### src/rtl/pipe_ex.sv
// pipe_ex: three-stage pipeline computing F = ((A + B) + (C - D)) * D modulo 2^N.
// A valid bit travels with the data; a global enable stalls every stage at once.
module pipe_ex #(
    parameter int unsigned N = 10
) (
    input  logic         clk,
    input  logic         rst_n,
    input  logic         en,
    input  logic         in_valid,
    input  logic [N-1:0] A,
    input  logic [N-1:0] B,
    input  logic [N-1:0] C,
    input  logic [N-1:0] D,
    output logic [N-1:0] F,
    output logic         out_valid
);

    // Stage 1 registers
    logic [N-1:0] s1_x1;
    logic [N-1:0] s1_x2;
    logic [N-1:0] s1_d;
    logic         s1_v;

    // Stage 2 registers
    logic [N-1:0] s2_x3;
    logic [N-1:0] s2_d;
    logic         s2_v;

    // Stage-to-stage arithmetic, all truncated to N bits (modulo 2^N)
    logic [N-1:0] sum_ab_c;
    logic [N-1:0] diff_cd_c;
    logic [N-1:0] sum_x_c;
    logic [N-1:0] prod_c;

    // Combinational datapath between register ranks; carries and high product bits drop
    always_comb begin
        sum_ab_c  = N'(A + B);
        diff_cd_c = N'(C - D);
        sum_x_c   = N'(s1_x1 + s1_x2);
        prod_c    = N'(s2_x3 * s2_d);
    end

    // Stage 1: operand sums/difference; data loads every enabled cycle, valid just rides along
    always_ff @(posedge clk or negedge rst_n) begin
        if (!rst_n) begin
            s1_x1 <= '0;
            s1_x2 <= '0;
            s1_d  <= '0;
            s1_v  <= 1'b0;
        end else if (en) begin
            s1_x1 <= sum_ab_c;
            s1_x2 <= diff_cd_c;
            s1_d  <= D;
            s1_v  <= in_valid;
        end
    end

    // Stage 2: combine partial results, forward multiplier
    always_ff @(posedge clk or negedge rst_n) begin
        if (!rst_n) begin
            s2_x3 <= '0;
            s2_d  <= '0;
            s2_v  <= 1'b0;
        end else if (en) begin
            s2_x3 <= sum_x_c;
            s2_d  <= s1_d;
            s2_v  <= s1_v;
        end
    end

    // Stage 3: final product into the output register
    always_ff @(posedge clk or negedge rst_n) begin
        if (!rst_n) begin
            F         <= '0;
            out_valid <= 1'b0;
        end else if (en) begin
            F         <= prod_c;
            out_valid <= s2_v;
        end
    end

endmodule

### config.mk
export PLATFORM = sky130hd
export DESIGN_NAME = pipe_ex
export DESIGN_NICKNAME = d
export VERILOG_FILES = /design/src/rtl/pipe_ex.sv
export SDC_FILE = /design/constraint.sdc
export NUM_CORES = 1
export LEC_CHECK = 0
export ABC_AREA = 1
export CORE_MARGIN = 4
export CORE_UTILIZATION = 60
export CTS_BUF_LIST = sky130_fd_sc_hd__clkbuf_8
export CTS_CLUSTER_DIAMETER = 40
export DETAILED_ROUTE_END_ITERATION = 6
export PLACE_DENSITY = 0.92
export SETUP_SLACK_MARGIN = 0.2
export SKIP_LAST_GASP = 1
export SYNTH_ARGS = -nofsm -noshare
export SYNTH_HDL_FRONTEND = slang
export SYNTH_SLANG_ARGS = --single-unit
### constraint.sdc
create_clock -name clk -period 5.06 [get_ports clk]
set_input_delay 1.012 -clock clk [delete_from_list [all_inputs] [get_ports clk]]
set_output_delay 1.012 -clock clk [all_outputs]
set_load 0.01 [all_outputs]
==> summary.txt, run 1 <==
Floorplanning
  • Io pins: 55
  • Die W: just over 100 um
  • Die area: between 0.01 and 0.015 mm2
  • Die extent in y: 101 um
  • Row count: 33
  • Core footprint: about 0.0083 mm2
  • Starting density of the core: 62.8%

Logic synthesis
  • Flops & latches, synth: 63
  • Syn Std Cell Area: ~0.0052 mm2
  • Post-synthesis sequential area ratio: between 30% and 40%
  • Synth Area per Inst: 7.47 um2
  • Synth unique cells: 34
  • Post-synthesis net count: 821
  • Synth warnings: 0
  • Cell count after synthesis: around 700

Run status
  • Status: finished with violations
  • Failing checks: DRC

Setup path
  • Number of buffers and inverters on the critical path: 6
  • Max incr delay on CP: about 540 ps
  • Slowest CP cell: fa_1
  • Setup CP Type: reg -> reg
  • CP Launch Type: flop
  • CP dominant cell by count: inv_1
  • Crit-path cells: nand2_1, fa_1, inv_1, fa_1, inv_1, fa_1, inv_1, fa_1, inv_1, fa_1, inv_1, ha_1, a21oi_1, o21ai_0, a31oi_1, inv_1, nand3_2, nand3_2, nand2_2
  • Nature of the critical path endpoint: flop
  • Critical path arrival: 4820 ps
  • Max FO, Critical Path: 8
  • CP delay by family, top: adder cells
  • Reg2reg setup slack: between 500 and 600 ps
  • CP Data Required Time: approximately 5300 ps

CTS
  • Clk buf depth: 2
  • TritonCTS clock tree: yes
  • Worst skew pair latency: roughly 340 ps
  • Clock Sinks: 63
  • Htree depth: 3
  • Postcts setup bufs: 0
  • Reg clk slew, reported paths: about 80 ps
  • Inserted Clock Buffers: 9
  • Clk root buf: clkbuf_8

Routing
  • Drt pass-1 iters: 7
  • Total Routed Length: about 12 mm
  • Drt via density: between 5 and 6
  • Via count: about 4.6k
  • DRT met1 WL: 5.22 mm
  • Drt drc: 3
  • DR iter-0 viols: 328
  • Routed wl met3: between 500 and 600 um
  • Met2 WL: just under 6 mm
  • WL/cell: approximately 14 um
  • Post-route ant nets: 0
  • Top Metal Used: met4

STA
  • Min Tclk post-route: about 4500 ps
  • Final worst path period share: ~90%
  • Setup tns final: 0 ps
  • Setup violation total in the final timing report: 0
  • RSZ-0062 raised after global routing: false
  • Max transition margin: about three fifths
  • Clock skew: between 10 and 15 ps
  • Max Freq: roughly 0.22 GHz
  • Worst hold slack: ~470 ps
  • Slew @ Worst Pin: about 600 ps
  • Fin. max-slew vios: 0
  • Final Hold Viols: 0

Finish
  • Post-route cell area: 0.00599 mm2
  • Most frequent cells in the layout: 235 x nand2_1, 110 x inv_1, 60 x dfrtp_1
  • Area growth, synth to finish: 14.4%
  • Commonest non-fill, non-tap cell in the layout: nand2_1
  • Proportion of layout cells with a drive suffix above 1: around 6.7%
  • Fin nets: 866
  • # diodes: 0

Placed design
  • Hpwl dp: around 9.3 mm
  • Placed cell areas: 0.00579 mm2
  • Routability cong.: around 0.95
  • Number of buffers added on ports: 54

Power and ir drop
  • Leak: 3.29 nW
  • Peak supply drop: between 0.0002 and 0.00025 V
  • PD cells: 452 mW/mm2

GRT
  • Total grt overflow: 0
  • Vias in the first global route: about 4.8k
  • Largest net degree at the start of global routing: 49
  • First-pass GRT wire length: approximately 21 mm
  • GRT Total Usage: ~26%
  • Antenna violations before repair: 0

Flow run
  • Maxcap violations: 0

Min path
  • Hold/Removal Path Class: reg -> reg
final cells by class:
cell class	instances	area, um2
multi-input combinational	501	3090
fill	645	2350
sequential	63	1580
timing repair buffer	57	558
inverter	114	428
tap	105	131
clock buffer	9	124
clock inverter	7	73.8
state kept, by name, indices dropped and copies added (netlist names):
register / cells
s2_d: 10
s1_x2: 10
s1_x1: 10
out_valid: 1
F: 10
s1_v: 1
s1_d: 10
s2_v: 1
s2_x3: 10
routing by layer:
metal,GRT usage (%),up-vias
met4,9.30,0
met5,0,-
met2,44.8,152
li1,-,2281
met3,3.58,33
met1,32.5,2128
timing repair:
item                       in CTS  in global routing
gates resized for setup         0                  3
setup endpoints to repair       0                  1
hold buffers                    0                  0
worst register-to-register path, stage by stage, from the launching register on:
cell and delay, ps:
dfrtp_1 470, nand2_1 120, fa_1 540, inv_1 50, fa_1 490, inv_1 50
fa_1 470, inv_1 50, fa_1 530, inv_1 60, fa_1 530, inv_1 40
ha_1 320, a21oi_1 150, o21ai_0 100, a31oi_1 220, inv_1 90, nand3_2 80
nand3_2 60, nand2_2 60
power by group:
group          internal [mW]  switching, mW  total [mW]
Sequential             0.616          0.130       0.747
Clock                  0.228          0.211       0.438
Combinational          0.624          0.898        1.52
Total                   1.47           1.24        2.71
cell usage after synthesis:
| cell type | n | area, um2 |
|---|---|---|
| nand2_1 | 235 | 882 |
| inv_1 | 109 | 409 |
| dfrtp_1 | 63 | 1580 |
| ha_1 | 51 | 638 |
| o21ai_0 | 44 | 220 |
| a21oi_1 | 31 | 155 |
| fa_1 | 25 | 500 |
| nand3_1 | 24 | 120 |
| nor2_1 | 23 | 86.3 |
| nand2_2 | 13 | 81.3 |
| clkbuf_1 | 12 | 45.0 |
| xor2_1 | 11 | 96.3 |
| a31oi_1 | 7 | 43.8 |
| buf_4 | 6 | 45.0 |
| nand3_2 | 6 | 60.1 |
| or2_2 | 5 | 31.3 |
| inv_2 | 4 | 15.0 |
| nand4_1 | 4 | 25.0 |
| nor3_1 | 4 | 20.0 |
| a21o_1 | 3 | 22.5 |
| xnor2_1 | 3 | 26.3 |
| buf_2 | 2 | 10.0 |
| buf_6 | 2 | 22.5 |
| o21ai_1 | 2 | 10.0 |
| o311ai_0 | 2 | 17.5 |
| or2_1 | 2 | 12.5 |
| a211oi_1 | 1 | 7.51 |
| a22o_1 | 1 | 8.76 |
| and2_1 | 1 | 6.26 |
| clkbuf_8 | 1 | 13.8 |
| clkinv_1 | 1 | 3.75 |
| o21bai_1 | 1 | 7.51 |
| o221ai_1 | 1 | 8.76 |
| or2_0 | 1 | 6.26 |
per-stage QoR:
step                power, mW  cells  util, %  worst slack (ps)
detailed placement       2.26    840     69.4               460
global route             2.99    856     71.8               232
floorplan                1.85    701        -               750
CTS                      2.71    856     71.8               476
global placement         2.19    840     69.4               586
finish                   2.71    856     71.8               520
worst paths after layout:
check                            to  startpoint  cells past startpoint
max                            F[9]    s2_x3[5]                     19
min                            s1_v        s1_v                      2
max reg2reg                    F[9]    s2_x3[5]                     19
min reg2reg                    s1_v        s1_v                      2
max in group asynchronous   s2_d[1]       rst_n                      2
min in group asynchronous  s1_x1[6]       rst_n                      1
logic make-up after synthesis:
logic type	count (synthesis)	synth area share [%]
AND/OR/NAND/NOR	318	25.4
buffers and inverters	137	10.8
AO/OA/AOI/OAI	93	9.58
adder cells (fa/ha/maj)	76	21.7
flip-flops	63	30.1
XOR/XNOR	14	2.34
(Power assumes the default switching activity.)
==> run 2: changes to the inputs <==
--- a/config.mk
+++ b/config.mk
@@ -5,13 +5,12 @@
 export SDC_FILE = /design/constraint.sdc
 export NUM_CORES = 1
 export LEC_CHECK = 0
-export ABC_AREA = 1
 export CORE_MARGIN = 4
-export CORE_UTILIZATION = 60
+export CORE_UTILIZATION = 59
 export CTS_BUF_LIST = sky130_fd_sc_hd__clkbuf_8
 export CTS_CLUSTER_DIAMETER = 40
 export DETAILED_ROUTE_END_ITERATION = 6
-export PLACE_DENSITY = 0.92
+export PLACE_DENSITY = 0.91
 export SETUP_SLACK_MARGIN = 0.2
 export SKIP_LAST_GASP = 1
 export SYNTH_ARGS = -nofsm -noshare
==> constraint.sdc (replaced) <==
create_clock -name clk -period 4.4 [get_ports clk]
set_input_delay 0.88 -clock clk [delete_from_list [all_inputs] [get_ports clk]]
set_output_delay 0.88 -clock clk [all_outputs]
set_load 0.01 [all_outputs]
==> run 2 against run 1 <==
  * The flow now finishes without violations
  * Die area decreased by 5.4%
  * Worst hold slack improved by 36 ps
  * Global-route usage fell by 3.3 points
  * Sequential share of layout area is 0.68 points higher
  * Clock skew down 7.5 ps
  * Fmax grew 7.4%
  * First-iteration DRC count decreased by 46%
  * Power is 91% higher
  * Flip-flop and latch count is the same
  * Cell area is 2.2% lower
  * Clock-buffer cell count unchanged
  * Non-clock buffer count is 11 higher
  * Critical endpoint unchanged
==> summary.txt, run 2 <==
Routing
  • DRT met1 WL: 4.45 mm
  • Drt drc: 0
  • Met2 WL: approximately 5.3 mm
  • Routed wl met3: 353 um
  • Total Routed Length: approximately 10 mm
  • Drt via density: between 5 and 6
  • Post-route ant nets: 0
  • DR iter-0 viols: 176
  • Via count: 3565
  • Top Metal Used: met4
  • WL/cell: ~16 um
  • Drt pass-1 iters: 4

Floorplanning
  • Die extent in y: 98.6 um
  • Starting density of the core: roughly three fifths
  • Row count: 32
  • Io pins: 55
  • Die area: a little under 0.01 mm2
  • Core footprint: 0.00785 mm2
  • Die W: between 90 and 100 um

Finish
  • Area growth, synth to finish: 20.9%
  • Core Util, Final: 74.6%
  • Most frequent cells in the layout: 56 x dfrtp_1, 56 x inv_1, 52 x clkdlybuf4s50_1
  • Fin nets: 666
  • # diodes: 0
  • Proportion of layout cells with a drive suffix above 1: between 10% and 20%

STA
  • RSZ-0062 raised after global routing: true
  • Clock skew: around 4.1 ps
  • Max transition margin: a little over a third
  • Min Tclk post-route: around 4200 ps
  • Max Freq: 0.236 GHz
  • Final Hold Viols: 0
  • Slew @ Worst Pin: a little under 1000 ps
  • Fin. max-slew vios: 0
  • Final worst path period share: between 90 and 100%
  • Final worst slack: roughly 170 ps
  • Setup violation total in the final timing report: 0

Setup path
  • CP Data Required Time: roughly 4600 ps
  • CP dominant cell by count: xnor2_1
  • Critical path arrival: roughly 4500 ps
  • Max FO, Critical Path: 3
  • Slowest CP cell: fa_1
  • Nature of the critical path endpoint: flop
  • Reg2reg setup slack: 170 ps
  • Max incr delay on CP: between 500 and 600 ps
  • CP endpoint: F[9]
  • R2r startpoint: s2_d[1]
  • FF-to-FF path depth: 17
  • Crit-path cells: nand2_4, fa_1, inv_1, fa_1, inv_1, fa_1, inv_2, fa_1, inv_1, fa_2, xnor2_2, xnor2_1, xnor2_1, xnor2_1, xnor2_1, xnor2_1, mux2_2
  • Setup CP Type: reg -> reg
  • CP Launch Type: flop
  • Worst Setup SP: s2_d[1]
  • FF-to-FF End: F[9]

GRT
  • First-pass GRT wire length: 17.6 mm
  • Total grt overflow: 0
  • Largest net degree at the start of global routing: between 60 and 70
  • Vias in the first global route: around 3.8k
  • Antenna violations before repair: 0
  • GRT Total Usage: 22.3%

Logic synthesis
  • Flops & latches, synth: 63
  • Primary FF master, synth: dfrtp_1
  • Synth top area share: 32.5%
  • Commonest cells in the synthesized netlist: 63 x dfrtp_1, 58 x inv_1, 51 x ha_1
  • Synth area leader: dfrtp_1
  • Most frequent cell after synthesis: dfrtp_1
  • Synth Area per Inst: 10.1 um2
  • Synth unique cells: 36
  • Cell count after synthesis: 481
  • Post-synthesis sequential area ratio: roughly 33%
  • Post-synthesis net count: 601
  • Synth warnings: 0
  • Area contributors post-synth: dfrtp_1 33%, ha_1 13%, mux2_2 11%
  • Syn Std Cell Area: around 0.0048 mm2
  • Number of synthesized flops with an enable pin: 0
  • Synth async-reset ratio: 100%

Run status
  • Status: completed

CTS
  • Inserted Clock Buffers: 9
  • Worst skew pair latency: about 340 ps
  • TritonCTS clock tree: yes
  • Clock Sinks: between 60 and 70
  • Clk root buf: clkbuf_8
  • Reg clk slew, reported paths: approximately 70 ps
  • Clk buf depth: 2
  • Cts hold-fix bufs: 0
  • Htree depth: 3

Placed design
  • Placement Setup Slack: 27.1 ps
  • Hpwl dp: just under 8 mm
  • Routability cong.: around 0.9
  • Number of buffers added on ports: 54

Power and ir drop
  • PD cells: 882 mW/mm2
  • Leak: approximately 2.7 nW
  • Peak supply drop: 0.000797 V

Min path
  • Hold/Removal Path Class: reg -> reg

Flow run
  • Maxcap violations: 0
## run 2: stage by stage
stage               TNS (ps)  cells  area, um2  power, mW  hold slack, ps
floorplan                  0    481       4880       3.69             456
global placement           0    628       5510       4.19             477
detailed placement         0    628       5510       4.41             491
CTS                        0    649       5780       5.03             508
global route           -52.2    653       5860       5.73             532
finish                     0    653       5860       5.17             509
## run 2: repair_timing
item                                    CTS  global route
resized for setup                         6             9
pin swaps                                 0             2
endpoints found under the setup margin    3             3
endpoints found under the hold margin     0             0
cloned                                    0             1
buffers inserted                          5             3
## run 2: worst max-delay path: cells and delay by family, from the launching register on
family | cells | cell delay, ps
mux | 1 | 260
simple gates | 1 | 50
fa+ha+maj | 5 | 2360
flops | 1 | 410
buf+inv | 4 | 190
xor+xnor | 6 | 860
## run 2: worst min path at each step
| stage | startpoint | endpoint | slack, ps | cells past startpoint |
|---|---|---|---|---|
| 2_1_floorplan | s1_x2[7] | s1_x2[7] | 460 | 2 |
| 4_1_cts | s1_v | s1_v | 510 | 1 |
| 6_report | s1_d[9] | s1_d[9] | 510 | 1 |
| 3_3_place_gp | s1_x2[0] | s1_x2[0] | 480 | 2 |
| 5_1_grt | F[3] | F[3] | 530 | 1 |
| 3_5_place_dp | s1_x2[0] | s1_x2[0] | 490 | 2 |
## run 2: cell type report
class | instances | area (um2)
Tap cell | 102 | 128
Clock inverter | 7 | 97.6
Clock buffer | 9 | 124
Fill cell | 515 | 1990
Multi-Input combinational cell | 345 | 3060
Sequential cell | 63 | 1590
Inverter | 59 | 221
Timing Repair Buffer | 68 | 637
## run 2: kinds of logic (layout without fill, tap and decap cells)
group / count (synthesis) / after routing / share of synthesized area [%]
simple gates: 110 / 110 / 10.5
xor+xnor: 41 / 41 / 7.41
mux: 46 / 46 / 10.7
buf+inv: 73 / 143 / 5.76
compound gates: 72 / 72 / 9.56
fa+ha+maj: 76 / 76 / 23.5
flops: 63 / 63 / 32.5
## run 2: routing by layer
metal	track usage, %	vias to the layer above
met5	0	-
met2	39.6	70
met1	27.3	1762
met4	7.56	0
met3	4.39	16
li1	-	1717
## run 2: power by group
part	internal, mW	switching (mW)	total [mW]	leakage (nW)
sequential	0.758	0.150	0.908	0.732
clock	0.319	0.243	0.562	0.105
combinational	1.98	1.71	3.70	1.90
total	3.06	2.10	5.17	2.74
